**config.mk**
```make
export PLATFORM = sky130hd
export DESIGN_NAME = uart_rx
export DESIGN_NICKNAME = d
export VERILOG_FILES = /design/src/rtl/uart_pkg.sv /design/src/rtl/uart_baud_tick.sv /design/src/rtl/uart_rx.sv
export SDC_FILE = /design/constraint.sdc
export NUM_CORES = 1
export LEC_CHECK = 0
export ABC_CLOCK_PERIOD_IN_PS = 3200
export BUFFER_PORTS_ARGS = -buffer_cell sky130_fd_sc_hd__buf_4
export CAP_MARGIN = 40
export CORE_MARGIN = 2
export CORE_UTILIZATION = 30
export DETAILED_ROUTE_END_ITERATION = 6
export PLACE_DENSITY_LB_ADDON = 0.15
export SYNTH_ARGS = -nofsm -noshare
export SYNTH_HDL_FRONTEND = slang
export SYNTH_HIERARCHICAL = 1
export SYNTH_SLANG_ARGS = --single-unit
```
**constraint.sdc**
```tcl
create_clock -name PCLK -period 3.2 [get_ports PCLK]
set_input_delay 0.16 -clock PCLK [delete_from_list [all_inputs] [get_ports PCLK]]
set_output_delay 0.16 -clock PCLK [all_outputs]
set_load 0.02 [all_outputs]
```
**src/rtl/uart_pkg.sv**
```systemverilog
// Shared UART definitions: receiver state encoding, default frame
// geometry and the parity helper used by both receiver and transmitter.
package uart_pkg;

   localparam int DEF_DATA_BITS  = 8;
   localparam int DEF_OVERSAMPLE = 16;

   typedef enum logic [2:0] {
      IDLE     = 3'd0,
      START    = 3'd1,
      DATA     = 3'd2,
      PARITY   = 3'd3,
      STOP     = 3'd4,
      BRK_WAIT = 3'd5
   } rx_state_e;

   // Parity bit for a frame of up to 8 data bits (unused upper bits must be 0).
   // odd = 1 gives odd parity, odd = 0 gives even parity.
   function automatic logic parity_bit(input logic [7:0] data, input logic odd);
      return (^data) ^ odd;
   endfunction

endpackage

```
**src/rtl/uart_baud_tick.sv**
```systemverilog
// Oversample tick generator: a down-counter that reloads from the divisor
// and pulses o_tick on its terminal count. While i_hold is high the counter
// sits at the reload value so the first tick is a full period after release.
module uart_baud_tick #(
   parameter int DIV_W = 16
) (
   input  logic             i_clk,
   input  logic             i_rst_n,
   input  logic             i_hold,
   input  logic [DIV_W-1:0] i_div,
   output logic             o_tick
);

   logic [DIV_W-1:0] r_cnt;

   // Count down, reloading on terminal count or while held.
   always_ff @(posedge i_clk or negedge i_rst_n) begin
      if (!i_rst_n) begin
         r_cnt <= '0;
      end else if (i_hold || (r_cnt == '0)) begin
         r_cnt <= i_div;
      end else begin
         r_cnt <= r_cnt - 1'b1;
      end
   end

   assign o_tick = !i_hold && (r_cnt == '0);

endmodule

```
**src/rtl/uart_rx.sv**
```systemverilog
// UART receiver: synchronises RX, detects the start edge, samples each bit
// at mid-period using an oversample tick, checks parity and stop bit, and
// hands the byte plus error flags upstream through a one-entry holding
// register with a valid/ready handshake.
//
// Handshake: rx_valid high means rx_data/rx_frame_err/rx_parity_err are
// held stable; a transfer happens on any PCLK edge where rx_valid and
// rx_ready are both high. A frame completing while the holder is full and
// not being drained is dropped and flagged by a one-cycle rx_overrun.
module uart_rx
   import uart_pkg::*;
#(
   parameter int DATA_BITS  = DEF_DATA_BITS,
   parameter int OVERSAMPLE = DEF_OVERSAMPLE,
   parameter int DIV_W      = 16
) (
   input  logic                 PCLK,
   input  logic                 PRESETn,
   input  logic [DIV_W-1:0]     baud_div,
   input  logic                 parity_en,
   input  logic                 parity_odd,
   input  logic                 RX,
   output logic [DATA_BITS-1:0] rx_data,
   output logic                 rx_valid,
   input  logic                 rx_ready,
   output logic                 rx_frame_err,
   output logic                 rx_parity_err,
   output logic                 rx_overrun,
   output logic                 rx_busy,
   output rx_state_e            rx_state
);

   localparam int TW = $clog2(OVERSAMPLE);
   localparam int BW = $clog2(DATA_BITS);
   localparam logic [TW-1:0] HALF_LAST = TW'(OVERSAMPLE / 2 - 1);
   localparam logic [TW-1:0] FULL_LAST = TW'(OVERSAMPLE - 1);
   localparam logic [BW-1:0] BIT_LAST  = BW'(DATA_BITS - 1);

   logic                 r_rx_meta, r_rxs, r_rxs_d;
   rx_state_e            r_state, w_state_nxt;
   logic [TW-1:0]        r_tick_cnt, w_tick_nxt;
   logic [BW-1:0]        r_bit_cnt, w_bit_nxt;
   logic [DATA_BITS-1:0] r_shift, w_shift_nxt;
   logic                 r_perr, w_perr_nxt;
   logic [DIV_W-1:0]     r_div;
   logic                 r_par_en, r_par_odd;
   logic [DIV_W-1:0]     w_div_sel;
   logic                 w_hold, w_tick, w_done, w_ferr;
   logic [DATA_BITS-1:0] r_data;
   logic                 r_valid, r_frame_err, r_parity_err, r_overrun;

   // Two-flop synchroniser plus one delayed copy for falling-edge detection.
   always_ff @(posedge PCLK or negedge PRESETn) begin
      if (!PRESETn) begin
         r_rx_meta <= 1'b1;
         r_rxs     <= 1'b1;
         r_rxs_d   <= 1'b1;
      end else begin
         r_rx_meta <= RX;
         r_rxs     <= r_rx_meta;
         r_rxs_d   <= r_rxs;
      end
   end

   // Track the configuration while idle; it freezes once a frame starts.
   always_ff @(posedge PCLK or negedge PRESETn) begin
      if (!PRESETn) begin
         r_div     <= '0;
         r_par_en  <= 1'b0;
         r_par_odd <= 1'b0;
      end else if (r_state == IDLE) begin
         r_div     <= baud_div;
         r_par_en  <= parity_en;
         r_par_odd <= parity_odd;
      end
   end

   assign w_hold    = (r_state == IDLE);
   assign w_div_sel = w_hold ? baud_div : r_div;

   uart_baud_tick #(.DIV_W(DIV_W)) u_tick (
      .i_clk   (PCLK),
      .i_rst_n (PRESETn),
      .i_hold  (w_hold),
      .i_div   (w_div_sel),
      .o_tick  (w_tick)
   );

   // FSM state, oversample/bit counters, shift register and pending parity error.
   always_ff @(posedge PCLK or negedge PRESETn) begin
      if (!PRESETn) begin
         r_state    <= IDLE;
         r_tick_cnt <= '0;
         r_bit_cnt  <= '0;
         r_shift    <= '0;
         r_perr     <= 1'b0;
      end else begin
         r_state    <= w_state_nxt;
         r_tick_cnt <= w_tick_nxt;
         r_bit_cnt  <= w_bit_nxt;
         r_shift    <= w_shift_nxt;
         r_perr     <= w_perr_nxt;
      end
   end

   // Next-state logic: mid-bit sampling of start, data, parity and stop bits.
   always_comb begin
      w_state_nxt = r_state;
      w_tick_nxt  = r_tick_cnt;
      w_bit_nxt   = r_bit_cnt;
      w_shift_nxt = r_shift;
      w_perr_nxt  = r_perr;
      w_done      = 1'b0;
      w_ferr      = 1'b0;
      case (r_state)
         IDLE: begin
            w_tick_nxt = '0;
            w_bit_nxt  = '0;
            if (!r_rxs && r_rxs_d) begin
               w_state_nxt = START;
               w_perr_nxt  = 1'b0;
            end
         end
         START: if (w_tick) begin
            if (r_tick_cnt == HALF_LAST) begin
               w_tick_nxt  = '0;
               w_state_nxt = r_rxs ? IDLE : DATA;
            end else begin
               w_tick_nxt = r_tick_cnt + 1'b1;
            end
         end
         DATA: if (w_tick) begin
            if (r_tick_cnt == FULL_LAST) begin
               w_tick_nxt             = '0;
               w_shift_nxt[r_bit_cnt] = r_rxs;
               if (r_bit_cnt == BIT_LAST) begin
                  w_state_nxt = r_par_en ? PARITY : STOP;
               end else begin
                  w_bit_nxt = r_bit_cnt + 1'b1;
               end
            end else begin
               w_tick_nxt = r_tick_cnt + 1'b1;
            end
         end
         PARITY: if (w_tick) begin
            if (r_tick_cnt == FULL_LAST) begin
               w_tick_nxt  = '0;
               w_state_nxt = STOP;
               if (r_rxs != parity_bit(8'(r_shift), r_par_odd)) begin
                  w_perr_nxt = 1'b1;
               end
            end else begin
               w_tick_nxt = r_tick_cnt + 1'b1;
            end
         end
         STOP: if (w_tick) begin
            if (r_tick_cnt == FULL_LAST) begin
               w_tick_nxt  = '0;
               w_done      = 1'b1;
               w_ferr      = !r_rxs;
               w_state_nxt = r_rxs ? IDLE : BRK_WAIT;
            end else begin
               w_tick_nxt = r_tick_cnt + 1'b1;
            end
         end
         BRK_WAIT: begin
            if (r_rxs) begin
               w_state_nxt = IDLE;
            end
         end
         default: w_state_nxt = IDLE;
      endcase
   end

   // Holding register: load a completed frame if empty or draining, else flag overrun.
   always_ff @(posedge PCLK or negedge PRESETn) begin
      if (!PRESETn) begin
         r_data       <= '0;
         r_valid      <= 1'b0;
         r_frame_err  <= 1'b0;
         r_parity_err <= 1'b0;
         r_overrun    <= 1'b0;
      end else begin
         r_overrun <= 1'b0;
         if (w_done) begin
            if (!r_valid || rx_ready) begin
               r_data       <= r_shift;
               r_frame_err  <= w_ferr;
               r_parity_err <= r_perr;
               r_valid      <= 1'b1;
            end else begin
               r_overrun <= 1'b1;
            end
         end else if (r_valid && rx_ready) begin
            r_valid <= 1'b0;
         end
      end
   end

   assign rx_data       = r_data;
   assign rx_valid      = r_valid;
   assign rx_frame_err  = r_frame_err;
   assign rx_parity_err = r_parity_err;
   assign rx_overrun    = r_overrun;
   assign rx_busy       = (r_state != IDLE);
   assign rx_state      = r_state;

endmodule

```
# ---- After elaboration in Yosys (flattened, before gate mapping)
# Index checks and enable logic that the tools add are counted.
dict set report word_totals {
  register_bits 68
  inputBits 22
  out_inout_bits 16
  word_cells 117
}
dict set report classes {
  addsub 3
  magnitude_cmp 2
  eq_ne 24
  n_mux 45
  bitwise_logic 1
  reduce_logical 25
}
# op n
set op_table {}
lappend op_table {{2-to-1 mux 3 bit} 16}
lappend op_table {{2-to-1 mux 16 bit} 2}
lappend op_table {{inequality test 2 bit (second input constant)} 9}
lappend op_table {{case mux 3 bit (6 select lines)} 1}
lappend op_table {{zero test 16 bit} 1}
lappend op_table {{2-to-1 mux 1 bit} 16}
lappend op_table {{2-to-1 mux 4 bit} 4}
lappend op_table {{subtractor 16 x 1 -> 16 bit (second input constant)} 1}
lappend op_table {{inequality test 2 x 1 -> 1 bit (second input constant)} 6}
lappend op_table {{case mux 4 bit (3 select lines)} 1}
lappend op_table {{AND reduction 11 bit} 1}
lappend op_table {{equality test 3 bit (second input constant)} 3}
lappend op_table {{bitwise mux 8 bit} 1}
lappend op_table {{XOR reduction 8 bit} 1}
lappend op_table {{equality test 3 x 2 -> 1 bit (second input constant)} 2}
lappend op_table {{case mux 3 bit (2 select lines)} 1}
lappend op_table {{AND reduction 3 bit} 2}
lappend op_table {{nonzero test 2 bit} 3}
lappend op_table {{nonzero test 3 bit} 2}
lappend op_table {{AND reduction 5 bit} 1}
lappend op_table {{adder 4 x 1 -> 4 bit (second input constant)} 1}
lappend op_table {{equality test 4 x 3 -> 1 bit (second input constant)} 1}
lappend op_table {{equality test 4 bit (second input constant)} 1}
lappend op_table {{logical AND 1 bit} 4}
lappend op_table {{15 further kinds} 19}

# ---- Logic depth before layout (Yosys ltp)
# Gate-level depths: netlist (run 1).
dict set report logic_depth {
  word_depth 7
  ltp_mapped 13
}

# ---- Modules after synthesis
# The synthesis (run 1) kept the hierarchy.
# module n_inst cells_per_inst area_each_um2
set by_module_without_submodules {}
lappend by_module_without_submodules {uart_rx 1 229 2387.3}
lappend by_module_without_submodules {uart_baud_tick 1 92 925.9}

# ---- Worst setup path after synthesis (run 1)
# OpenSTA, ideal clock, no wires.
dict set report synth_path {
  kind {reg-to-reg}
  startpoint {register u_tick.r_cnt[0]}
  endpoint {register r_shift[2]}
  setup_ns 0.125
  arrival_ns 2.398
  t_required_ns 3.075
  slack_ns 0.678
  stages_incl_launch_ff 13
  n_path_buf 2
  cell_sequence {dfrtp_1 -> inv_1 -> ha_1 -> nor3b_2 -> and2_1 -> buf_2 -> nand2_1 -> nor2_1 -> and4_1 -> buf_4 -> nand3b_1 -> nor3b_1 -> mux2_2}
}
dict set report synth_between {
  elab_chain_cells 3
}
# element line_no
set synth_rtl {}
lappend synth_rtl {{from (decl)} uart_baud_tick.sv:14} ;# logic [DIV_W-1:0] r_cnt;
lappend synth_rtl {{from (signal assigned)} uart_baud_tick.sv:21} ;# r_cnt <= i_div;
lappend synth_rtl {{from (signal assigned)} uart_baud_tick.sv:23} ;# r_cnt <= r_cnt - 1'b1;
lappend synth_rtl {{zero test 16 bit} uart_baud_tick.sv:27} ;# assign o_tick = !i_hold && (r_cnt == '0);
lappend synth_rtl {{logical AND 1 bit} uart_baud_tick.sv:27}
lappend synth_rtl {{named net w_tick} uart_rx.sv:48} ;# logic w_hold, w_tick, w_done, w_ferr;
lappend synth_rtl {{AND reduction 3 bit (no source line)} --}
lappend synth_rtl {{to (signal assigned)} uart_rx.sv:101} ;# r_shift <= w_shift_nxt;
lappend synth_rtl {{to (decl)} uart_rx.sv:43} ;# logic [DATA_BITS-1:0] r_shift, w_shift_nxt;
# The timed path passes the listed nets, and every way through them passes these cells.
# A chain may end at the register's enable or synchronous reset.

# ---- Worst setup path in the final report (run 1)
# Ends and elaborated chain as after synthesis.

==> reports/qor.csv, run 1 <==
metric,value,unit
path_class,reg -> reg,
h-tree-depth,3,
worst-endpoint-arrival,3100,ps
grt_usage,0.1257,
p_sw_frac,0.2925,
syn_nets,347,
antenna_cells,0,
finalSetupTns,0,ps
syn_area_per_cell,10.32,sq um
netlist_area,0.003313,sq mm
numCtsBuffers,9,
power_leakage,1.794,nW
grt_max_degree,41,
wl_per_cell,13.61,um
switchingPower,0.5625,mW
maxSlewHeadroom,0.7427,
clkPwrFrac,0.331,
vias,2377,
synth.area.top_cells,"dfrtp_1 49%, nand2_1 7.3%, mux2_2 6.5%, xnor2_1 3.4%, a21oi_2 3.2%",
cts_setup_buffers,0,
start_util,0.3070,
yosys.area.top_type,dfrtp_1,
worstPathRequired,3440,ps
cts_tree,built,
combPwrFrac,0.148,
use_met1,0.1496,
cts.sinks,68,
synth_top_area_frac,0.4909,
grt_setup_unrepaired,no,
worst-path-max-fanout,7,
coreArea,0.01079,sq mm
drtAntennaViolNets,0,
finalPower,1.923,mW
tightest_slew,376.2,ps
met2_usage,0.2156,
hpwl,4.691,mm
ir_drop,0.2110,mV
slew_violations,0,
fp-row-count,38,
portBuffers,37,
flow.area_growth_from_synthesis,19.00,%
p_int,1.361,mW
setup_ws,335.9,ps
gp_congestion,0.7132,
grtUsageMet3,0.04184,
pre_cts_ws,298.6,ps
finalWirelength,6.900,mm
syn_inst,321,
synth-edff-count,0,
seqPwrFrac,0.521,
clockRootBuffer,clkbuf_8,
placedCellCount,488,
period_minus_slack,2864,ps
dieArea,0.01190,sq mm
vias_per_cell,4.688,
period_share,0.8950,
antenna_found_initial,0,
holdWs,23.65,ps
insertion_delay,350,ps
fin_area,0.003943,sq mm
fin_cells,507,
grt-busiest-layer,met2,
startpoint_type,flip-flop,
place_area,0.003741,sq mm
overflow,0,
hold_violations,0,
drv_cap,0,
cts_buffer_depth,2,
dr.pass1.iters,4,
finClkSkew,9.834,ps
nets,388,
io_pins,38,
max_freq,349.2,MHz
die_w,109.1,um
hold_class,in -> reg,
final_util,0.3653,
dr.first_iter.drc_count,89,
synthArstFlopShare,1.000,
synth_cell_type_count,51,
dieHeight,109.1,um
grt_pass1_wl,11.53,mm
synth-main-ff-cell,dfrtp_1,
drc,0,
power.density,487.8,mW/mm^2
layout-drive-gt1-share,0.2752,
synth-seq-area-share,0.5147,
synth_seq_cells,68,
outcome,finished clean,
ys.warnings.count,6,
end_kind,flip-flop,
grt_pass1_vias,2377,
clk_pin_slew,80,ps
setup_violations,0,
==> area by class of cell <==
type / instances / area [sq um]
fill: 1078 / 6850
sequential: 68 / 1705
multi-input combinational: 225 / 1478
timing repair buffer: 47 / 372.9
tap: 140 / 175.2
clock buffer: 12 / 145.1
inverter: 11 / 41.29
clock inverter: 4 / 25.02
==> final timing paths <==
kind,from,slack [ps],endpoint,cells after the start
min in group asynchronous,PRESETn,280,r_tick_cnt[0],2
setup reg to reg,u_tick/r_cnt[0],340,r_shift[2],10
max in group asynchronous,PRESETn,2310,r_rxs_d,3
hold reg to reg,r_rx_meta,360,r_rxs,0
hold / removal,parity_en,20,r_par_en,3
setup / recovery,u_tick/r_cnt[0],340,r_shift[2],10
==> synth_stat cells, types with 2 or more instances <==
cell type and n:
nand2_1 64, and3_1 3, dfrtp_1 65, nand3b_1 3, nor4_2 2, nor3b_2 2, xor2_1 6, o31ai_1 2
mux2_2 19, buf_2 6, dfstp_2 3, a21o_1 2, clkbuf_1 8, nand2b_1 2, inv_1 11, nand4_1 3
a21oi_1 7, a22o_1 5, nor3b_1 2, nor2_1 26, a31oi_1 3, a21oi_2 12, ha_1 4, o21ai_0 10
buf_6 2, and2_1 2, nand3_1 9, xnor2_1 13, nor3_1 3
==> what timing repair did <==
item	CTS	global route
gates resized for setup	0	1
hold buffers	3	0
endpoints found under the hold margin	30	0
endpoints found under the setup margin	0	1
==> per-layer routing <==
metal  vias up  wire [um]  share of wire
met3        10        250          0.036
met1      1150       3191           0.46
met5         -          0              0
met4         0         85          0.012
met2        38       3372           0.49
li1       1179          -              -
==> sequential cells by signal, summed over array words and instances (netlist names), 3 cells and up <==
register and count:
r_tick_cnt 4, u_tick/r_cnt 16, rx_data 8, r_shift 8, r_bit_cnt 3, r_div 16, rx_state 3
==> cell usage in the layout, fill, tap and decap left out, types with 10 or more instances in the layout <==
| cell type | synthesis | layout |
|---|---|---|
| inv_1 | 11 | 11 |
| nand2_1 | 64 | 64 |
| buf_4 | 1 | 43 |
| a21oi_2 | 12 | 12 |
| dfrtp_1 | 65 | 65 |
| nor2_1 | 26 | 26 |
| xnor2_1 | 13 | 13 |
| o21ai_0 | 10 | 10 |
| clkbuf_8 | 0 | 10 |
| mux2_2 | 19 | 19 |
==> power groups by stage <==
stage,combinational (mW),sequential [mW],clock (mW)
floorplan,0.202,1.01,0
global placement,0.285,1.02,0
detailed placement,0.288,1.02,0
CTS,0.293,1.00,0.670
global route,0.323,1.01,0.698
finish,0.284,1.00,0.636
==> kinds of logic (layout without fill, tap and decap cells) <==
kind of cell | Yosys count | in the layout | synth area share
buffers and inverters | 28 | 74 | 0.03965
adder cells (fa/ha/maj) | 4 | 4 | 0.01511
flip-flops | 68 | 68 | 0.5147
AO/OA/AOI/OAI | 49 | 49 | 0.1050
AND/OR/NAND/NOR | 131 | 131 | 0.1975
multiplexers | 21 | 21 | 0.07100
XOR/XNOR | 20 | 20 | 0.05702
==> critical path, stage by stage (launching register included) <==
cell and delay, ps:
dfrtp_1 410, inv_1 90, ha_1 180, nor3b_2 270, and2_1 300, nand2_1 90
nor2_1 280, and4_2 370, nand3b_1 160, nor3b_1 270, mux2_2 350
(Power assumes the default switching activity.)
==> inputs of run 2 (changes only) <==
--- a/config.mk
+++ b/config.mk
@@ -8,6 +8,7 @@
 export ABC_CLOCK_PERIOD_IN_PS = 3200
 export BUFFER_PORTS_ARGS = -buffer_cell sky130_fd_sc_hd__buf_4
 export CAP_MARGIN = 40
+export CORE_ASPECT_RATIO = 1.75
 export CORE_MARGIN = 2
 export CORE_UTILIZATION = 30
 export DETAILED_ROUTE_END_ITERATION = 6
==> run 2 against run 1 <==
First-iteration DRC count rose by 46%. Sequential cell count did not move. Sequential power barely moved. Sequential share of layout area fell by 1.3 points. Combinational power rose by 2%. Clock skew fell by 2.1 ps. Fmax barely moved. Via count rose by 3.7%. Wire length rose by 5.1%. Worst setup slack got worse by 0.96 ps. Die area rose by 0.28%. Largest cell class unchanged.
==> reports/qor.csv, run 2 (synthesis results as in run 1) <==
metric,value,unit
outcome,finished clean,
max_freq,349.0,MHz
vias,2464,
worst-endpoint-arrival,3080,ps
reg2reg_to,r_shift[2],
flow.area_growth_from_synthesis,22.58,%
clockRootBuffer,clkbuf_16,
dr.pass1.iters,4,
ir_drop,0.3921,mV
clk_pin_slew,50,ps
io_pins,38,
hold_class,in -> reg,
dr.first_iter.drc_count,130,
cts_tree,built,
crit_path_top_delay_cell,dfrtp_1,
coreArea,0.01076,sq mm
finalWirelength,7.251,mm
wl_per_cell,14.59,um
layout_common_cells,"65 x dfrtp_1, 64 x nand2_1, 44 x buf_4",
numCtsBuffers,9,
fp-row-count,50,
cts_buffer_depth,2,
finalSetupTns,0,ps
nets,388,
cts_setup_buffers,0,
end_kind,flip-flop,
grt_setup_unrepaired,no,
register_area,0.001705,sq mm
gp_congestion,0.7791,
grt_pass1_vias,2630,
critPathMaxStageDelay,400,ps
antenna_cells,0,
hpwl,5.091,mm
power_leakage,1.854,nW
vias_per_cell,4.958,
drc,0,
fin_area,0.004061,sq mm
worstHoldStart,parity_odd,
startpoint_type,flip-flop,
r2r_slack,330,ps
dieHeight,143.0,um
place_area,0.003744,sq mm
antenna_found_initial,0,
grt_pass1_wl,12.38,mm
die_w,83.44,um
grt_usage,0.1306,
slew_violations,0,
crit_chain,"inv_1, ha_1, nor3b_2, and2_1, nand2_1, nor2_1, and4_2, nand3b_1, nor3b_1, mux2_2",
period_share,0.8953,
start_util,0.3079,
worst-path-max-fanout,7,
hold_path_depth,3,
drtAntennaViolNets,0,
setup_violations,0,
worstPathRequired,3410,ps
finalPower,2.280,mW
maxSlewHeadroom,0.5683,
reg2reg_from,u_tick/r_cnt[0],
multi_input_area,0.001478,sq mm
cts.sinks,68,
portBuffers,37,
nFillCells,1122,
final_common_cell,dfrtp_1,
min_to,r_par_odd,
top_regs,"r_div x16, u_tick/r_cnt x16",
grt_max_degree,43,
ff2ff_path_depth,10,
insertion_delay,330,ps
period_minus_slack,2865,ps
hold_violations,0,
power.density,561.4,mW/mm^2
layout-drive-gt1-share,0.2779,
finClkSkew,7.736,ps
final_util,0.3774,
tightest_slew,647.6,ps
overflow,0,
h-tree-depth,3,
path_class,reg -> reg,
drv_cap,0,
dieArea,0.01193,sq mm
## run 2: cell types whose count changed in the layout (fill, tap and decap cells not counted), sizes merged
cell	previous run	this run
buf	44	45
bufinv	0	1
clkinv	2	1
dlygate4sd3	3	2
## run 2: final cells by class
cell class                      instances  area share
Sequential cell                        68      0.4199
Clock buffer                           12     0.06069
Clock inverter                          4     0.01232
Multi-Input combinational cell        225      0.3638
Timing Repair Buffer                   47     0.09304
Inverter                               11     0.01017
Tap cell                              130     0.04005
## run 2: critical path, delay by kind of cell (launching register included)
kind | cells | cell delay, ps
muxes | 1 | 360
buffers and inverters | 1 | 90
and+or+nand+nor | 7 | 1730
adders and majority gates | 1 | 180
DFF | 1 | 400
## run 2: worst max path at each step
| stage | startpoint | endpoint | slack [ps] | cells after the start |
|---|---|---|---|---|
| 2_1_floorplan | u_tick/r_cnt[0] | r_shift[2] | 680 | 12 |
| 4_1_cts | u_tick/r_cnt[0] | r_shift[2] | 220 | 10 |
| 5_1_grt | u_tick/r_cnt[0] | r_shift[2] | 40 | 10 |
| 6_report | u_tick/r_cnt[0] | r_shift[2] | 330 | 10 |
| 3_5_place_dp | u_tick/r_cnt[0] | r_shift[2] | 240 | 10 |
| 3_3_place_gp | u_tick/r_cnt[0] | r_shift[2] | 400 | 10 |
## run 2: what timing repair did
action	4_1_cts	5_1_grt
resized for setup	0	1
setup endpoints to repair	0	1
hold endpoints to repair	24	0
hold buffers	2	0
## run 2: per-stage QoR
step                hold slack (ps)  setup slack, ps  instances
floorplan                    -135.6            677.8        321
global placement              269.1            402.5        478
detailed placement            112.5            243.6        479
CTS                           8.821            224.3        497
global route                  34.79            40.32        497
finish                        18.53            335.0        497
## run 2: power breakdown
part / total [mW] / internal [mW] / switching [mW]
Combinational: 0.291 / 0.126 / 0.165
Sequential: 1.00 / 0.938 / 0.0664
Clock: 0.984 / 0.623 / 0.361
Total: 2.28 / 1.69 / 0.592
## run 2: metal layers
layer / vias to the layer above / track usage / wire length, um
met4: 0 / 0.05178 / 117
met5: - / 0 / 0
met2: 43 / 0.2492 / 3930
met3: 7 / 0.03237 / 271
met1: 1231 / 0.1356 / 2932
li1: 1183 / - / -
